### config.mk
export PLATFORM = sky130hd
export DESIGN_NAME = cohort_tri_arbiter
export DESIGN_NICKNAME = d
export VERILOG_FILES = /design/src/rtl/cohort_tri_pkg.sv /design/src/rtl/cohort_tri_tag_fifo.sv /design/src/rtl/cohort_tri_arbiter.sv
export SDC_FILE = /design/constraint.sdc
export NUM_CORES = 1
export LEC_CHECK = 0
export ABC_CLOCK_PERIOD_IN_PS = 3300
export BUFFER_PORTS_ARGS = -buffer_cell sky130_fd_sc_hd__buf_2
export CORE_AREA = 8 8 311 313
export CTS_BUF_LIST = sky130_fd_sc_hd__clkbuf_8
export CTS_CLUSTER_SIZE = 28
export DETAILED_ROUTE_END_ITERATION = 10
export DIE_AREA = 0 0 319 321
export GPL_ROUTABILITY_DRIVEN = 0
export GPL_TIMING_DRIVEN = 0
export PLACE_DENSITY_LB_ADDON = 0.15
export SLEW_MARGIN = 20
export SYNTH_ARGS = -nofsm -noshare
export SYNTH_HDL_FRONTEND = slang
export SYNTH_SLANG_ARGS = --single-unit
### constraint.sdc
create_clock -name clk -period 3.3 [get_ports clk]
set_input_delay 0.33 -clock clk [delete_from_list [all_inputs] [get_ports clk]]
set_output_delay 0.33 -clock clk [all_outputs]
set_load 0.05 [all_outputs]
### src/rtl/cohort_tri_pkg.sv
// Shared types and helpers for the cohort TRI arbiter: request bundle, field widths, byte swap.
package cohort_tri_pkg;

  localparam int unsigned TYPE_W  = 5;
  localparam int unsigned AMO_W   = 4;
  localparam int unsigned SIZE_W  = 3;
  localparam int unsigned ADDR_W  = 40;
  localparam int unsigned WORD_W  = 64;
  localparam int unsigned DATA_W  = 128;
  localparam int unsigned RTYPE_W = 4;

  typedef struct packed {
    logic [TYPE_W-1:0] rqtype;
    logic [AMO_W-1:0]  amo_op;
    logic [SIZE_W-1:0] size;
    logic [ADDR_W-1:0] addr;
    logic [DATA_W-1:0] data;
  } tri_req_t;

  function automatic logic [WORD_W-1:0] bswap64(input logic [WORD_W-1:0] w);
    logic [WORD_W-1:0] r;
    r = '0;
    for (int unsigned j = 0; j < 8; j++) begin
      r[8*(7-j) +: 8] = w[8*j +: 8];
    end
    return r;
  endfunction

  function automatic logic [DATA_W-1:0] swap_words(input logic [DATA_W-1:0] d, input logic en);
    return en ? {bswap64(d[127:64]), bswap64(d[63:0])} : d;
  endfunction

endpackage

### src/rtl/cohort_tri_tag_fifo.sv
// In-order FIFO of channel IDs for TRI requests in flight; head is the owner of the next response.
module cohort_tri_tag_fifo #(
  parameter int unsigned DEPTH = 4,
  parameter int unsigned WIDTH = 1
) (
  input  logic                     clk,
  input  logic                     rst_n,
  input  logic                     push_i,
  input  logic [WIDTH-1:0]         din_i,
  input  logic                     pop_i,
  output logic [WIDTH-1:0]         dout_o,
  output logic                     full_o,
  output logic                     empty_o,
  output logic [$clog2(DEPTH):0]   count_o
);

  localparam int unsigned AW = $clog2(DEPTH);
  localparam int unsigned CW = AW + 1;

  logic [WIDTH-1:0] mem_q [DEPTH];
  logic [AW-1:0]    wr_q, rd_q;
  logic [CW-1:0]    cnt_q, cnt_d;
  logic             do_push, do_pop;

  assign full_o  = (cnt_q == CW'(DEPTH));
  assign empty_o = (cnt_q == '0);
  assign count_o = cnt_q;
  assign dout_o  = mem_q[rd_q];
  assign do_push = push_i && !full_o;
  assign do_pop  = pop_i && !empty_o;

  always_comb begin
    cnt_d = cnt_q;
    if (do_push && !do_pop) cnt_d = cnt_q + 1'b1;
    else if (do_pop && !do_push) cnt_d = cnt_q - 1'b1;
  end

  // Pointers wrap naturally because DEPTH is a power of two.
  always_ff @(posedge clk or negedge rst_n) begin
    if (!rst_n) begin
      wr_q  <= '0;
      rd_q  <= '0;
      cnt_q <= '0;
    end else begin
      cnt_q <= cnt_d;
      if (do_push) wr_q <= wr_q + 1'b1;
      if (do_pop)  rd_q <= rd_q + 1'b1;
    end
  end

  always_ff @(posedge clk) begin
    if (do_push) mem_q[wr_q] <= din_i;
  end

endmodule

### src/rtl/cohort_tri_arbiter.sv
// Round-robin arbiter of NUM_CH engine channels onto one L1.5 TRI port, with in-order response routing.
module cohort_tri_arbiter
  import cohort_tri_pkg::*;
#(
  parameter int unsigned NUM_CH          = 2,
  parameter int unsigned MAX_OUTSTANDING = 4,
  parameter int unsigned SWAP_ENDIAN     = 1
) (
  input  logic                            clk,
  input  logic                            rst_n,
  input  logic [NUM_CH-1:0]               ch_req_val,
  output logic [NUM_CH-1:0]               ch_req_rdy,
  input  logic [NUM_CH*TYPE_W-1:0]        ch_req_type,
  input  logic [NUM_CH*AMO_W-1:0]         ch_req_amo_op,
  input  logic [NUM_CH*SIZE_W-1:0]        ch_req_size,
  input  logic [NUM_CH*ADDR_W-1:0]        ch_req_addr,
  input  logic [NUM_CH*DATA_W-1:0]        ch_req_data,
  output logic [NUM_CH-1:0]               ch_resp_val,
  input  logic [NUM_CH-1:0]               ch_resp_rdy,
  output logic [RTYPE_W-1:0]              ch_resp_type,
  output logic                            ch_resp_atomic,
  output logic [DATA_W-1:0]               ch_resp_data,
  output logic                            tri_req_val,
  output logic [TYPE_W-1:0]               tri_req_rqtype,
  output logic [AMO_W-1:0]                tri_req_amo_op,
  output logic [SIZE_W-1:0]               tri_req_size,
  output logic [ADDR_W-1:0]               tri_req_address,
  output logic [WORD_W-1:0]               tri_req_data,
  output logic [WORD_W-1:0]               tri_req_data_next_entry,
  input  logic                            tri_req_ack,
  input  logic                            tri_resp_val,
  input  logic [RTYPE_W-1:0]              tri_resp_returntype,
  input  logic                            tri_resp_atomic,
  input  logic [WORD_W-1:0]               tri_resp_data_0,
  input  logic [WORD_W-1:0]               tri_resp_data_1,
  input  logic                            tri_resp_inval_val,
  output logic                            tri_resp_req_ack,
  output logic [$clog2(MAX_OUTSTANDING):0] outstanding_cnt,
  output logic                            err_unexpected_resp
);

  localparam int unsigned TAG_W = (NUM_CH > 1) ? $clog2(NUM_CH) : 1;
  localparam logic        SWAP  = (SWAP_ENDIAN != 0);

  tri_req_t         stg_q, req_d;
  logic             stg_val_q;
  logic [TAG_W-1:0] ptr_q, ptr_d;
  logic [TAG_W-1:0] gnt_id, cand, head;
  logic [TAG_W:0]   sum;
  logic             any_val, grant, fifo_full, fifo_empty, pop, err_q, err_set;

  // Scan channels starting at the pointer; the first valid one wins.
  always_comb begin
    any_val = 1'b0;
    gnt_id  = '0;
    for (int unsigned i = 0; i < NUM_CH; i++) begin
      sum = {1'b0, ptr_q} + (TAG_W+1)'(i);
      if (sum >= (TAG_W+1)'(NUM_CH)) sum = sum - (TAG_W+1)'(NUM_CH);
      cand = sum[TAG_W-1:0];
      if (!any_val && ch_req_val[cand]) begin
        any_val = 1'b1;
        gnt_id  = cand;
      end
    end
  end

  assign grant = any_val && !fifo_full && (!stg_val_q || tri_req_ack);
  assign ptr_d = (gnt_id == TAG_W'(NUM_CH-1)) ? '0 : gnt_id + 1'b1;

  always_comb begin
    ch_req_rdy = '0;
    if (grant) ch_req_rdy = NUM_CH'(1) << gnt_id;
    req_d = '0;
    for (int unsigned i = 0; i < NUM_CH; i++) begin
      if (gnt_id == TAG_W'(i)) begin
        req_d.rqtype = ch_req_type[i*TYPE_W +: TYPE_W];
        req_d.amo_op = ch_req_amo_op[i*AMO_W +: AMO_W];
        req_d.size   = ch_req_size[i*SIZE_W +: SIZE_W];
        req_d.addr   = ch_req_addr[i*ADDR_W +: ADDR_W];
        req_d.data   = swap_words(ch_req_data[i*DATA_W +: DATA_W], SWAP);
      end
    end
  end

  always_ff @(posedge clk or negedge rst_n) begin
    if (!rst_n) begin
      stg_val_q <= 1'b0;
      stg_q     <= '0;
      ptr_q     <= '0;
    end else if (grant) begin
      stg_val_q <= 1'b1;
      stg_q     <= req_d;
      ptr_q     <= ptr_d;
    end else if (stg_val_q && tri_req_ack) begin
      stg_val_q <= 1'b0;
    end
  end

  assign tri_req_val             = stg_val_q;
  assign tri_req_rqtype          = stg_q.rqtype;
  assign tri_req_amo_op          = stg_q.amo_op;
  assign tri_req_size            = stg_q.size;
  assign tri_req_address         = stg_q.addr;
  assign tri_req_data            = stg_q.data[63:0];
  assign tri_req_data_next_entry = stg_q.data[127:64];

  cohort_tri_tag_fifo #(
    .DEPTH (MAX_OUTSTANDING),
    .WIDTH (TAG_W)
  ) u_tag_fifo (
    .clk     (clk),
    .rst_n   (rst_n),
    .push_i  (grant),
    .din_i   (gnt_id),
    .pop_i   (pop),
    .dout_o  (head),
    .full_o  (fifo_full),
    .empty_o (fifo_empty),
    .count_o (outstanding_cnt)
  );

  // Invalidations and orphan responses are swallowed so L1.5 never stalls on them.
  always_comb begin
    ch_resp_val      = '0;
    tri_resp_req_ack = 1'b0;
    pop              = 1'b0;
    err_set          = 1'b0;
    if (tri_resp_val) begin
      if (tri_resp_inval_val) begin
        tri_resp_req_ack = 1'b1;
      end else if (fifo_empty) begin
        tri_resp_req_ack = 1'b1;
        err_set          = 1'b1;
      end else begin
        ch_resp_val[head] = 1'b1;
        tri_resp_req_ack  = ch_resp_rdy[head];
        pop               = ch_resp_rdy[head];
      end
    end
  end

  assign ch_resp_type   = tri_resp_returntype;
  assign ch_resp_atomic = tri_resp_atomic;
  assign ch_resp_data   = swap_words({tri_resp_data_1, tri_resp_data_0}, SWAP);

  always_ff @(posedge clk or negedge rst_n) begin
    if (!rst_n)       err_q <= 1'b0;
    else if (err_set) err_q <= 1'b1;
  end

  assign err_unexpected_resp = err_q;

endmodule

======== After elaboration in Yosys (flattened, before gate mapping) ========
Memory sizes are Yosys's and may differ from the RTL's.
Cells that the tools add are included.
operators by class
  add/sub/neg operators ................... 8
  magnitude comparators ................... 6
  reductions and logical operators ........ 19
  muxes and demuxes ....................... 35
  equal/unequal tests ..................... 1
  shifts and indexed selects .............. 1
operators by type and width
  cell                                                                count
  two-way mux 180 bit                                                 1
  two-way mux 1 bit                                                   27
  logical AND 1 bit                                                   9
  two-way mux 2 bit                                                   4
  logical NOT 1 bit                                                   6
  less-than comparator 1 x 2 -> 1 bit (second input constant)         3
  two-way mux 3 bit                                                   2
  adder 2 x 1 -> 2 bit (second input constant)                        2
  nonzero test 2 bit                                                  2
  adder 3 x 1 -> 3 bit (second input constant)                        1
  equality test 3 bit (second input constant)                         1
  logical NOT 3 bit                                                   1
  subtractor 3 x 1 -> 3 bit (second input constant)                   1
  adder 1 x 1 -> 2 bit (second input constant)                        1
  greater-or-equal comparator 1 x 2 -> 1 bit (second input constant)  1
  greater-or-equal comparator 2 bit (second input constant)           1
  << shifter 1 x 1 -> 2 bit (first input constant)                    1
  subtractor 1 bit (second input constant)                            2
  adder 1 bit (second input constant)                                 1
  demux 1 bit (select 1 bit)                                          1
  greater-or-equal comparator 1 bit (second input constant)           1
  logical OR 1 bit                                                    1
storage, ports and cells
  register bits ........................... 190
  memory bits (writable) .................. 4
  memories ................................ 1
  bits of input ports ..................... 502
memory list
  memory            words  bits a word  rd ports  clocked after memory_dff  wr ports  line                       text
  u_tag_fifo.mem_q  4      1            1         0                         1         cohort_tri_tag_fifo.sv:20  logic [WIDTH-1:0] mem_q [DEPTH];

======== Longest topological paths before layout ========
  word-level depth ........................ 15
  depth in mapped cells ................... 11

======== Cells and area by module ========
Synthesis repeated with hierarchy kept, for this count alone.
unflattened totals
  cells, all modules ...................... 1,238
  area, all modules ....................... 11,269.6 sq um
modules (own cells, without submodules)
  module               area each (sq um)  times used  cells each
  cohort_tri_arbiter   10,689.0           1           1,197
  cohort_tri_tag_fifo  580.6              1           41

======== Worst setup path after synthesis ========
No wires, ideal clock.
  path kind ............................... reg-to-reg
  start ................................... reg u_tag_fifo.cnt_q[0] (netlist: u_tag_fifo.count_o[0])
  end ..................................... reg u_tag_fifo.cnt_q[1] (netlist: u_tag_fifo.count_o[1])
  library setup time ...................... 0.125 ns
  data required time ...................... 3.175 ns
  path buffers ............................ 1
  arrival ................................. 2.575 ns
  stages on the path, launching flop included .. 9
  slack ................................... 0.600 ns
  path through ............................ dfrtp_1 nor3_1 or3b_1 clkbuf_1 or2_2 ha_1 inv_1 fa_1 mux2_2
on the way
  cells in the longest elaborated chain, start to end .. 8
  elaborated cells between the ends (all ways) .. 20
  those cells by class .................... 2 x add/sub; 1 x eq/ne; 5 x mux; 12 x reduce/logical
RTL lines
  item                           line                       text
  from (decl)                    cohort_tri_tag_fifo.sv:22  logic [CW-1:0] cnt_q, cnt_d;
  from (signal assigned)         cohort_tri_tag_fifo.sv:45  cnt_q <= cnt_d;
  logical NOT 3 bit              cohort_tri_tag_fifo.sv:26  assign empty_o = (cnt_q == '0);
  two-way mux 1 bit              cohort_tri_arbiter.sv:131  end else if (fifo_empty) begin
  two-way mux 1 bit              cohort_tri_arbiter.sv:129  if (tri_resp_inval_val) begin
  two-way mux 1 bit              cohort_tri_arbiter.sv:128  if (tri_resp_val) begin
  logical AND 1 bit              cohort_tri_tag_fifo.sv:30  assign do_pop = pop_i && !empty_o;
  logical NOT 1 bit              cohort_tri_tag_fifo.sv:34  if (do_push && !do_pop) cnt_d = cnt_q + 1'b1;
  logical AND 1 bit              cohort_tri_tag_fifo.sv:34
  two-way mux 3 bit (*)          cohort_tri_tag_fifo.sv:34
  named net u_tag_fifo.cnt_d[1]  cohort_tri_tag_fifo.sv:22
The timed path passes the listed nets; every way through them passes the cells marked *. The select of a mux whose other input is x is not followed.
A chain may end at the register's enable or synchronous reset.

======== Final worst setup path ========
  start ................................... reg u_tag_fifo.cnt_q[2] (netlist: u_tag_fifo.count_o[2])
  end ..................................... reg u_tag_fifo.cnt_q[2] (netlist: u_tag_fifo.count_o[2])
on the way
  cells in the longest elaborated chain, start to end .. 8
  elaborated cells between the ends (all ways) .. 20
  those cells by class .................... 2 x add/sub; 1 x eq/ne; 5 x mux; 12 x reduce/logical
RTL lines
  item                                 line                                                 text
  equality test 3 bit (*)              cohort_tri_tag_fifo.sv:25                            assign full_o = (cnt_q == CW'(DEPTH));
  logical NOT 1 bit (*)                cohort_tri_tag_fifo.sv:29, cohort_tri_arbiter.sv:67
  logical AND 1 bit (2 in a row)       cohort_tri_arbiter.sv:67                             assign grant = any_val && !fifo_full && (!stg_val_q || tri_req_ack);
  logical AND 1 bit (*)                cohort_tri_tag_fifo.sv:29                            assign do_push = push_i && !full_o;
  named net u_tag_fifo.do_push         cohort_tri_tag_fifo.sv:23                            logic do_push, do_pop;
  logical NOT 1 bit                    cohort_tri_tag_fifo.sv:35                            else if (do_pop && !do_push) cnt_d = cnt_q - 1'b1;
  logical AND 1 bit                    cohort_tri_tag_fifo.sv:35
  nonzero test 2 bit (no source line)  n/a
Marked as above.

==> flow_summary_export.csv <==
group,metric,value,unit
status,status,"completed",
timing,slew_headroom,66.47,%
clock_tree,cts.hold.buffers_added,128,
clock_tree,worstSkewPairLatency,0.55,ns
place,placed_area,15030,um^2
cells_and_area,fin_util,18.10,%
detailed_routing,wl,52.17,mm
clock_tree,cts_max_level,4,
cells_and_area,filler_cell_count,10432,
timing,tightest_slew,0.5029,ns
global_route,antenna_found_initial,4,
detailed_routing,antenna_left,0,
floorplan,dieArea,102400,um^2
detailed_routing,dr_wl_met3,3.888,mm
detailed_routing,wire_per_inst,17.21,um
timing,setup_tns,0,ns
global_route,grt-ovfl-total,0,
pwr,ir_drop,0.4226,mV
setup_path,reg2reg_depth,11,
clock_tree,cts-root-buf,"clkbuf_8",
cells_and_area,layout_commonest_cell,"buf_2",
cells_and_area,final_cell_mix,"buf_2 (731), dfrtp_1 (190), nor2_1 (187)",
place,place_ws,0.2691,ns
logic_synthesis,ys_ff_latch,194,
timing,whs,0.09515,ns
setup_path,cp-end-kind,"flip-flop",
floorplan,coreArea,92210,um^2
min_path,hold_path_depth,3,
cells_and_area,area_delta_synth_final,66.68,%
detailed_routing,viasPerCell,3.328,
cells_and_area,final_net_count,2329,
cells_and_area,multi_input_area,3751,um^2
setup_path,crit_arrival,3.44,ns
logic_synthesis,post_synth_num_cell_types,30,
timing,grt_setup_unrepaired,"false",
clock_tree,clock-sinks,194,
timing,finalHoldViolCount,0,
floorplan,rows,112,
global_route,grt_pass1_vias,11399,
setup_path,crit_required,3.78,ns
cells_and_area,drive_gt1_share,50.33,%
clock_tree,cts_resized,0,
detailed_routing,routedLengthMet1,19.39,mm
logic_synthesis,yosysWarnings,0,
clock_tree,clockBufferDepth,2,
logic_synthesis,synthCells,981,
place,dpl.hpwl,43.42,mm
detailed_routing,dr.max_layer_used,"met5",
place,io_buffers,691,
min_path,hold_class,"in -> reg",
floorplan,die_h,321,um
cells_and_area,seq_area,4875,um^2
detailed_routing,drt-initial-drc-count,254,
timing,fin_ws,0.3426,ns
logic_synthesis,syn_area_per_cell,10.21,um^2
setup_path,worstPathMaxFanout,10,
floorplan,initial_utilization,10.86,%
cells_and_area,finalInstanceArea,16690,um^2
logic_synthesis,syn_nets,1489,
timing,max_freq,338.1,MHz
detailed_routing,wl_met2,27.90,mm
timing,fin_crit_sh,89.62,%
pwr,p_leak,8.156,nW
timing,finalSetupViolCount,0,
global_route,grtUsageTotal,9.776,%
timing,fin_skew,0.01722,ns
timing,period_needed,2.957,ns
global_route,grt_max_degree,83,
logic_synthesis,yosysSeqAreaShare,48.68,%
detailed_routing,drc,0,
pwr,powerDensity,899.0,nW/um^2
clock_tree,cts_tree,"yes",
flow_run,drv_cap,0,
timing,slew_viol_final,0,
setup_path,path_class,"reg -> reg",
clock_tree,post-cts-setup-buffers,0,
clock_tree,cts_made_buffers,17,
detailed_routing,vias,10090,
detailed_routing,drtPass1Iterations,4,
floorplan,die-width,319,um
setup_path,start_kind,"flip-flop",
clock_tree,cts.clk_slew.worst_paths,0.11,ns
global_route,grt_first_pass_wirelength,75.16,mm
logic_synthesis,synth_area,10010,um^2
floorplan,io_pins,825,
[metal layers]
layer / GRT usage (%) / up-vias
met4: 2.736 / 2
met5: 0 / -
met3: 3.657 / 43
met1: 10.20 / 4729
li1: - / 4854
met2: 18.26 / 462
[layout make-up]
type | count | area share [%]
diodes | 1 | 0.01499
plain buffers | 195 | 8.157
clock buffers | 19 | 1.567
clock inverters | 13 | 0.6597
inverters | 7 | 0.1574
multi-input cells | 585 | 22.48
flip-flops and latches | 194 | 29.21
well taps | 1197 | 8.974
repair buffers | 821 | 28.79
[kinds of logic after synthesis]
group           synth area share [%]
xor+xnor                      0.4374
mux                            18.71
flops                          48.68
buf+inv                        13.86
compound gates                 9.621
simple gates                   7.872
fa+ha+maj                     0.8247
[power breakdown]
group          total (W)  switching (W)  leakage [nW]  internal [W]
Clock            0.00162       0.000988         0.191      0.000633
Sequential       0.00417       0.000646          2.14       0.00352
Combinational    0.00921        0.00696          5.83       0.00226
Total             0.0150        0.00859          8.16       0.00641
[registers in the layout, summed over array words and instances, names as in the netlist, 2 cells and up]
| name | cells |
|---|---|
| u_tag_fifo.count_o | 3 |
| tri_req_rqtype | 5 |
| tri_req_data | 64 |
| tri_req_address | 40 |
| u_tag_fifo.wr_q | 2 |
| tri_req_data_next_entry | 64 |
| u_tag_fifo.mem_q | 4 |
| u_tag_fifo.rd_q | 2 |
| tri_req_amo_op | 4 |
| tri_req_size | 3 |
[cells in the mapped netlist]
| master | number | area, um^2 |
|---|---|---|
| dfrtp_1 | 190 | 4755 |
| nor2_1 | 187 | 701.9 |
| mux2i_1 | 186 | 1862 |
| a21oi_1 | 180 | 900.9 |
| buf_4 | 151 | 1134 |
| buf_2 | 41 | 205.2 |
| inv_1 | 7 | 26.28 |
| and2_1 | 5 | 31.28 |
| ha_1 | 5 | 62.56 |
| edfxtp_1 | 4 | 120.1 |
| xor2_1 | 3 | 26.28 |
| nor3b_2 | 2 | 25.02 |
| o21ai_0 | 2 | 10.01 |
| xnor2_1 | 2 | 17.52 |
| a211oi_2 | 1 | 12.51 |
| a21boi_0 | 1 | 7.510 |
| a21boi_1 | 1 | 7.510 |
| a31o_2 | 1 | 8.760 |
| buf_6 | 1 | 11.26 |
| clkbuf_1 | 1 | 3.750 |
| clkbuf_4 | 1 | 7.510 |
| fa_1 | 1 | 20.02 |
| mux2_2 | 1 | 11.26 |
| nand2_1 | 1 | 3.750 |
| nor2b_1 | 1 | 6.260 |
| nor3_1 | 1 | 5.000 |
| o2bb2ai_1 | 1 | 8.760 |
| o31ai_1 | 1 | 7.510 |
| or2_2 | 1 | 6.260 |
| or3b_1 | 1 | 8.760 |
[path summary, 6_finish.rpt]
check | start | end | slack [ns]
setup / recovery | u_tag_fifo.count_o[2] | u_tag_fifo.count_o[2] | 0.34
hold / removal | ch_req_addr[35] | tri_req_address[35] | 0.1
setup reg to reg | u_tag_fifo.count_o[2] | u_tag_fifo.count_o[2] | 0.34
hold reg to reg | u_tag_fifo.rd_q[0] | u_tag_fifo.rd_q[0] | 0.52
max in group asynchronous | rst_n | tri_req_data[20] | 2.27
min in group asynchronous | rst_n | tri_req_data_next_entry[51] | 0.24
[metrics by stage]
step | instances | power (W)
after floorplan | 981 | 0.01053
after global placement | 2869 | 0.01344
after detailed placement | 2871 | 0.01347
after CTS | 3031 | 0.01542
after global routing | 3032 | 0.01599
final | 3032 | 0.01500
[worst max-delay path, stage by stage (launching register included)]
cell and delay, ns:
dfrtp_1 0.43, nor3b_2 0.19, a211oi_2 0.24, buf_2 0.32
buf_4 0.26, buf_2 0.32, ha_1 0.25, inv_1 0.06
fa_1 0.37, xor2_1 0.17, nor2_1 0.11, xor2_1 0.16
(Power assumes the default switching activity.)
